==> src/rtl/seq_pkg.sv <==
// Shared types and defaults for the run sequencer.
package seq_pkg;

    localparam int unsigned CNT_W_DEF = 32;
    localparam logic [31:0] WDOG_LIMIT_DEF = 32'd1_000_000;

    typedef enum logic [2:0] {
        S_IDLE,
        S_RUN,
        S_STEP_WAIT,
        S_COM_WAIT,
        S_HALT
    } state_e;

endpackage

==> src/rtl/sat_counter.sv <==
// Up-counter that sticks at all-ones; clear wins over enable.
module sat_counter #(
    parameter int W = 32
) (
    input  logic         clk,
    input  logic         reset,
    input  logic         clr,
    input  logic         en,
    output logic [W-1:0] count
);

    logic [W-1:0] count_q;
    logic [W-1:0] count_d;

    always_comb begin
        count_d = count_q;
        if (clr) begin
            count_d = '0;
        end else if (en && (count_q != '1)) begin
            count_d = count_q + 1'b1;
        end
    end

    always_ff @(posedge clk or negedge reset) begin
        if (!reset) begin
            count_q <= '0;
        end else begin
            count_q <= count_d;
        end
    end

    assign count = count_q;

endmodule

==> src/rtl/run_sequencer.sv <==
// Program run control: free run, single step, COM handshake, watchdog.
module run_sequencer
    import seq_pkg::*;
#(
    parameter int          CNT_W      = CNT_W_DEF,
    parameter logic [31:0] WDOG_LIMIT = WDOG_LIMIT_DEF
) (
    input  logic             clk,
    input  logic             reset,
    input  logic             go,
    input  logic             step_mode,
    input  logic             step,
    input  logic             clear,
    input  logic             end_flag,
    input  logic             com_flag,
    input  logic             host_ack,
    output logic             start,
    output logic             com_req,
    output logic             busy,
    output logic             done,
    output logic             timeout_err,
    output logic [CNT_W-1:0] cycle_count,
    output logic [CNT_W-1:0] instr_count
);

    localparam logic [CNT_W-1:0] WDOG_LAST =
        CNT_W'(WDOG_LIMIT - 32'd1);

    state_e state_q, state_d;
    logic   timeout_q, timeout_d;
    logic   step_prev_q, step_prev_d;
    logic   clr_cnt;
    logic   in_run;

    always_comb begin
        state_d     = state_q;
        timeout_d   = timeout_q;
        step_prev_d = step;
        clr_cnt     = 1'b0;
        unique case (state_q)
            S_IDLE: begin
                if (go) begin
                    state_d   = step_mode ? S_STEP_WAIT : S_RUN;
                    timeout_d = 1'b0;
                    clr_cnt   = 1'b1;
                end
            end
            S_RUN: begin
                if (end_flag) begin
                    state_d = S_HALT;
                end else if (com_flag) begin
                    state_d = S_COM_WAIT;
                end else if (instr_count == WDOG_LAST) begin
                    state_d   = S_HALT;
                    timeout_d = 1'b1;
                end else if (step_mode) begin
                    state_d = S_STEP_WAIT;
                end
            end
            // Only a fresh rising step releases; a held pulse does not.
            S_STEP_WAIT: begin
                if (step && !step_prev_q) begin
                    state_d = S_RUN;
                end
            end
            S_COM_WAIT: begin
                if (host_ack) begin
                    state_d = step_mode ? S_STEP_WAIT : S_RUN;
                end
            end
            S_HALT: begin
                if (clear) begin
                    state_d = S_IDLE;
                end
            end
            default: state_d = S_IDLE;
        endcase
    end

    always_ff @(posedge clk or negedge reset) begin
        if (!reset) begin
            state_q     <= S_IDLE;
            timeout_q   <= 1'b0;
            step_prev_q <= 1'b0;
        end else begin
            state_q     <= state_d;
            timeout_q   <= timeout_d;
            step_prev_q <= step_prev_d;
        end
    end

    assign in_run      = (state_q == S_RUN);
    assign start       = in_run;
    assign com_req     = (state_q == S_COM_WAIT);
    assign done        = (state_q == S_HALT);
    assign busy        = in_run || com_req ||
                         (state_q == S_STEP_WAIT);
    assign timeout_err = timeout_q;

    sat_counter #(.W(CNT_W)) u_cycle_cnt (
        .clk   (clk),
        .reset (reset),
        .clr   (clr_cnt),
        .en    (busy),
        .count (cycle_count)
    );

    sat_counter #(.W(CNT_W)) u_instr_cnt (
        .clk   (clk),
        .reset (reset),
        .clr   (clr_cnt),
        .en    (in_run),
        .count (instr_count)
    );

endmodule

==> config.mk <==
export PLATFORM = sky130hd
export DESIGN_NAME = run_sequencer
export DESIGN_NICKNAME = d
export VERILOG_FILES = /design/src/rtl/seq_pkg.sv /design/src/rtl/sat_counter.sv /design/src/rtl/run_sequencer.sv
export SDC_FILE = /design/constraint.sdc
export NUM_CORES = 1
export LEC_CHECK = 0
export ABC_AREA = 1
export CAP_MARGIN = 20
export CORE_UTILIZATION = 28
export CTS_CLUSTER_DIAMETER = 60
export DETAILED_ROUTE_END_ITERATION = 8
export PLACE_DENSITY_LB_ADDON = 0.2
export SYNTH_ARGS = -nofsm -noshare
export SYNTH_HDL_FRONTEND = slang
export SYNTH_HIERARCHICAL = 1
export SYNTH_SLANG_ARGS = --single-unit
==> constraint.sdc <==
create_clock -name clk -period 1.7 [get_ports clk]
set_clock_uncertainty 0.1 [all_clocks]
set_input_delay 0.17 -clock clk [delete_from_list [all_inputs] [get_ports clk]]
set_output_delay 0.17 -clock clk [all_outputs]
set_load 0.03 [all_outputs]
Word level (Yosys, flattened, before mapping)
Cells that the tools add are included.
{"block": "totals", "output_inout_bits": 69, "elab_cells": 55, "register_bits": 69, "input_bits": 9}
{"block": "classes", "n_mux": 21, "add_sub_neg": 2, "n_reduce_logical": 12, "eq_ne": 15}
{"cell": "2-to-1 mux 32 bit", "n": 4}
{"cell": "adder 32 x 1 -> 32 bit (second input constant)", "n": 2}
{"cell": "inequality test 32 bit (second input constant)", "n": 2}
{"cell": "equality test 32 x 20 -> 1 bit (second input constant)", "n": 1}
{"cell": "2-to-1 mux 3 bit", "n": 8}
{"cell": "case mux 3 bit (5 select lines)", "n": 1}
{"cell": "inequality test 2 bit (second input constant)", "n": 6}
{"cell": "AND reduction 5 bit", "n": 2}
{"cell": "equality test 3 x 2 -> 1 bit (second input constant)", "n": 2}
{"cell": "2-to-1 mux 1 bit", "n": 6}
{"cell": "nonzero test 2 bit", "n": 3}
{"cell": "inequality test 5 x 4 -> 1 bit (second input constant)", "n": 1}
{"cell": "equality test 3 x 1 -> 1 bit (second input constant)", "n": 1}
{"cell": "equality test 3 bit (second input constant)", "n": 1}
{"cell": "logical AND 1 bit", "n": 3}
{"cell": "logical NOT 3 bit", "n": 1}
{"cell": "logical OR 1 bit", "n": 2}
{"cell": "2-to-1 mux 2 bit", "n": 1}
{"cell": "inequality test 2 x 1 -> 1 bit (second input constant)", "n": 1}
{"cell": "case mux 1 bit (2 select lines)", "n": 1}
{"cell": "logical NOT 1 bit", "n": 1}

Logic depth before layout (Yosys ltp)
{"block": "logic_depth", "depth_word": 6, "mapped_depth": 12, "depth_no_buf": 11}

Hierarchy
Netlist, hierarchy kept.
{"mod": "sat_counter", "instances": 2, "seq_area_each_um2": 800.8, "area_per_inst_um2": 2243.4, "cells_per_inst": 345}
{"mod": "run_sequencer", "instances": 1, "seq_area_each_um2": 125.1, "area_per_inst_um2": 529.3, "cells_per_inst": 100}

Least setup slack after synthesis
No wires, ideal clock.
{"block": "synth_path", "kind": "register to register", "from": "reg state_q[1]", "to": "reg u_cycle_cnt.count_q[25] (netlist: u_cycle_cnt/count[25])", "required_ns": 1.534, "setup_ns": 0.066, "path_stages_with_launch": 8, "slack_ns": -0.345, "synth_period_minus_slack_ns": 2.045, "path_buffers": 1, "arrival_time_ns": 1.879, "path_cell_list": "dfrtp_1 > nor2_1 > nor2_1 > inv_1 > a21oi_1 > buf_2 > nand4_1 > nand2_1"}
{"block": "synth_between", "elab_chain_cells": 5, "elab_cells_between_ends": 10, "classes_between": "eq/ne: 3; mux: 2; reduce/logical: 5"}
{"item": "start, declared", "line": "run_sequencer.sv:29", "rtl": "state_e state_q, state_d;"}
{"item": "start signal, assigned", "line": "run_sequencer.sv:86", "rtl": "state_q <= state_d;"}
{"item": "equality test 3 x 1 -> 1 bit or equality test 3 x 2 -> 1 bit (tied branches)", "line": "run_sequencer.sv:92, run_sequencer.sv:94"}
{"item": "logical OR 1 bit", "line": "run_sequencer.sv:96", "rtl": "assign busy = in_run || com_req ||"}
{"item": "logical OR 1 bit *", "line": "run_sequencer.sv:96"}
{"item": "net busy", "line": "run_sequencer.sv:19", "rtl": "output logic busy,"}
{"item": "logical AND 1 bit *", "line": "sat_counter.sv:19", "rtl": "end else if (en && (count_q != '1)) begin"}
{"item": "nonzero test 2 bit (no line) *"}
{"item": "end signal, assigned", "line": "sat_counter.sv:28", "rtl": "count_q <= count_d;"}
{"item": "end, declared", "line": "sat_counter.sv:12", "rtl": "logic [W-1:0] count_q;"}
Mark *: on every way through the listed nets, which the timed path passes. The rest lies on a longest branch.
A chain may end at the register's enable or synchronous reset.

Worst setup path after layout
{"block": "layout_path", "from": "reg u_cycle_cnt.count_q[1] (netlist: u_cycle_cnt/count[1])", "to": "reg u_cycle_cnt.count_q[15] (netlist: u_cycle_cnt/count[15])"}
{"block": "layout_between", "elab_chain_cells": 3, "elab_cells_between_ends": 6, "classes_between": "add/sub: 1; eq/ne: 1; mux: 2; reduce/logical: 2"}
{"item": "adder 32 x 1 -> 32 bit or inequality test 32 bit (tied branches)", "line": "sat_counter.sv:20, sat_counter.sv:19"}
{"item": "2-to-1 mux 32 bit or logical AND 1 bit (tied branches)", "line": "sat_counter.sv:19"}
{"item": "2-to-1 mux 32 bit or nonzero test 2 bit (tied branches)"}
Parallel ways exist; a longest one is shown, timed or not. The select of a mux whose other input is x is not followed.

==> impl_metrics.yaml <==
logic_synthesis:
  synthFlopType: "dfrtp_1"
  synth_warnings: 6
  synth-edff-count: 0
  synthArstFlopShare: 1.000
  synth_cell_types: 31
  syn_area_sq_um: 5016
  ys_seq_area_frac: 0.3442
  ys_ff_latch: 69
  syn-num-nets: 801
  syn_avg_cell_area_sq_um: 6.349
  synthCells: 790
route:
  vias_per_cell: 4.564
  route.detailed.wl_per_inst_microns: 13.61
  ant_nets: 0
  dr.first_iter.drc_count: 347
  dr.pass1.iters: 5
  num_vias: 5586
  drc: 0
  wirelength_microns: 16650
worst_setup_path:
  cp-end-kind: "register"
  cp-start-kind: "register"
  timing.critical_path.mode_cell: "nand2_4"
  r2r_start: "u_cycle_cnt/count[1]"
  r2r_slack_ns: -0.009
  crit_buf_inv: 1
  reg2regPathDepth: 11
  crit_required_ns: 1.82
  cp.depth: 11
  slowest_delay_ns: 0.40
  worstSetupPathType: "register to register"
  cp_max_fo: 5
  crit_path_cell_trace: "ha_4 > nand2_4 > nor2_4 > nand2_4 > nor2_8 > nand2_4 > nand2_8 > nand2_8 > clkbuf_16 > nand2_2 > o21ai_1"
  critPathTopFamily: "simple AND/OR/NAND/NOR gates"
  crit_slowest_cell: "dfrtp_2"
  worstPathArrival_ns: 1.83
  r2r-end: "u_cycle_cnt/count[15]"
global_routing:
  grt_start_max_net_pins: 32
  grt.total_usage: 0.1841
  antenna_found_initial: 0
  overflow: 0
  grt_pass1_vias: 5150
  grt_pass1_wl_microns: 26280
cells_and_area:
  layout-drive-gt1-share: 0.2653
  layout.nets: 1005
  area_growth_pct: 51.78
  final_cell_area_sq_um: 7614
  fin_cells: 1224
  diodes: 0
  post-route-util: 0.4371
placement:
  gp_congestion: 0.8521
  portBuffers: 77
  pre_cts_ws_ns: -0.04477
  dpl-instance-area_sq_um: 6933
  dpl.hpwl_microns: 12140
  post-place-cells: 1195
sta:
  fin_ws_ns: -0.008907
  slew_headroom: 0.7364
  finalCriticalPeriod_ns: 1.709
  grt_setup_unrepaired: "true"
  setup_viol: 1
  hold_slack_ns: 0.2027
  period_share: 1.005
  worst_pin_slew_ns: 0.3954
  fmax_ghz: 0.5852
  maxSlewViolCount: 0
  hold_viol: 0
die:
  fp.coreArea_sq_um: 17420
  fp.dieW_microns: 135.8
  ioPinCount: 78
  core.rowCount: 48
  initial_core_util: 0.2880
  die_h_microns: 135.8
  dieArea_sq_um: 18450
clock_network:
  cts_tree: "yes"
  htreeDepth: 3
  clock_latency_ns: 0.34
  cts.sinks: 69
  clockRootBuffer: "clkbuf_16"
  clk_pin_slew_ns: 0.06
  clockBufferDepth: 2
  cts_buffers: 9
power_and_ir_drop:
  intPower_w: 0.004971
  p_comb_frac: 0.548
  netSwitchingPower_w: 0.003813
  p_seq_frac: 0.244
  p_sw_frac: 0.4341
  power-per-cell-area_nw_per_um2: 1154
  ir_worst_vdd_mv: 0.6092
  leakagePower_nw: 3.876
  clockPowerShare: 0.208
run:
  max_cap_violations: 0
hold_path:
  hp-class: "input pin to asynchronous set/reset pin"
run_status:
  violations: "setup timing"
  outcome: "complete, but fails checks"
-- placed cells by master, fill, tap and decap left out, types with 2 or more instances in the layout --
cell and instances:
o21ai_2 2, or2_2 2, nand3_2 11, nand2_4 7
buf_6 15, dfrtp_1 57, xnor2_1 8, clkbuf_16 12
ha_4 2, nand3b_1 2, nand2_2 23, o21ai_1 21
clkbuf_8 3, dfrtp_2 12, buf_4 111, nor2_2 27
nand4_1 16, nand2_8 3, nand3_1 62, o21ai_0 9
buf_12 6, nor2_4 11, nor2_1 97, dlygate4sd2_1 64
a22oi_1 2, inv_2 7, inv_1 78, clkdlybuf4s50_1 8
a21oi_1 7, clkbuf_1 3, xor2_1 10, nor2_8 2
nand2_1 286
-- power by group through the flow --
stage	logic (W)	clock network, W	registers (W)
2_1_floorplan	0.00199	0	0.00261
3_3_place_gp	0.00402	0	0.00216
3_5_place_dp	0.00404	0	0.00216
4_1_cts	0.00397	0.00188	0.00213
5_1_grt	0.00519	0.00194	0.00218
6_report	0.00481	0.00183	0.00214
-- per-stage QoR --
stage	TNS, ns	power (W)
global route	-2.164	0.009303
detailed placement	-0.3936	0.006194
global placement	-0.1442	0.006174
floorplan	-6.642	0.004599
CTS	-0.003955	0.007978
finish	-0.008907	0.008784
-- cell families after synthesis --
logic type,Yosys count,synth area share
flip-flops,69,0.3442
AO/OA/AOI/OAI,44,0.04515
buffers and inverters,104,0.09030
XOR/XNOR,18,0.03143
adder cells (fa/ha/maj),2,0.004988
AND/OR/NAND/NOR,553,0.4839
-- per-layer routing --
layer | global-route usage | part of all wire | vias to the layer above
met5 | 0 | 0 | -
met4 | 0.05368 | 0.015 | 0
met3 | 0.03393 | 0.048 | 19
met2 | 0.2996 | 0.47 | 126
met1 | 0.2466 | 0.47 | 2571
li1 | - | - | 2870
-- worst max-delay path by stage --
stage / startpoint / endpoint / slack (ns)
global route: u_cycle_cnt/count[4] / u_cycle_cnt/count[17] / -0.11
finish: u_cycle_cnt/count[1] / u_cycle_cnt/count[15] / -0.009
global placement: go / u_cycle_cnt/count[20] / -0.04
floorplan: u_instr_cnt/count[1] / u_instr_cnt/count[29] / -0.13
CTS: u_instr_cnt/count[0] / u_instr_cnt/count[24] / -0.004
detailed placement: go / u_cycle_cnt/count[20] / -0.04
-- repair_timing --
action / 4_1_cts / 5_1_grt
resized for setup: 70 / 91
pin swaps: 3 / 30
hold buffers: 1 / 0
endpoints found under the setup margin: 108 / 68
setup buffers: 1 / 6
endpoints found under the hold margin: 23 / 0
cloned: 0 / 5
-- Yosys cell counts (9+ instances only) --
cell / n / area (sq um)
o21ai_0: 11 / 55.05
inv_1: 81 / 304.0
nor2_1: 120 / 450.4
a21oi_1: 9 / 45.04
nand4_1: 16 / 100.1
o21ai_1: 21 / 105.1
nor2_2: 11 / 68.82
nand3_1: 73 / 365.4
dfrtp_1: 69 / 1727
xor2_1: 10 / 87.58
nand2_1: 303 / 1137
-- registers in the layout, indices dropped and copies added, names as in the netlist --
register and flops:
timeout_err 1, step_prev_q 1, state_q 3, u_cycle_cnt/count 32, u_instr_cnt/count 32
-- area by class of cell --
class | instances | area [sq um]
flip-flops and latches | 69 | 1742
multi-input cells | 617 | 3093
inverters | 88 | 351.6
well taps | 225 | 281.5
clock buffers | 15 | 277.8
fillers | 1794 | 9803
repair buffers | 209 | 1863
clock inverters | 1 | 5.005
Power figures use the tool's default switching activity.
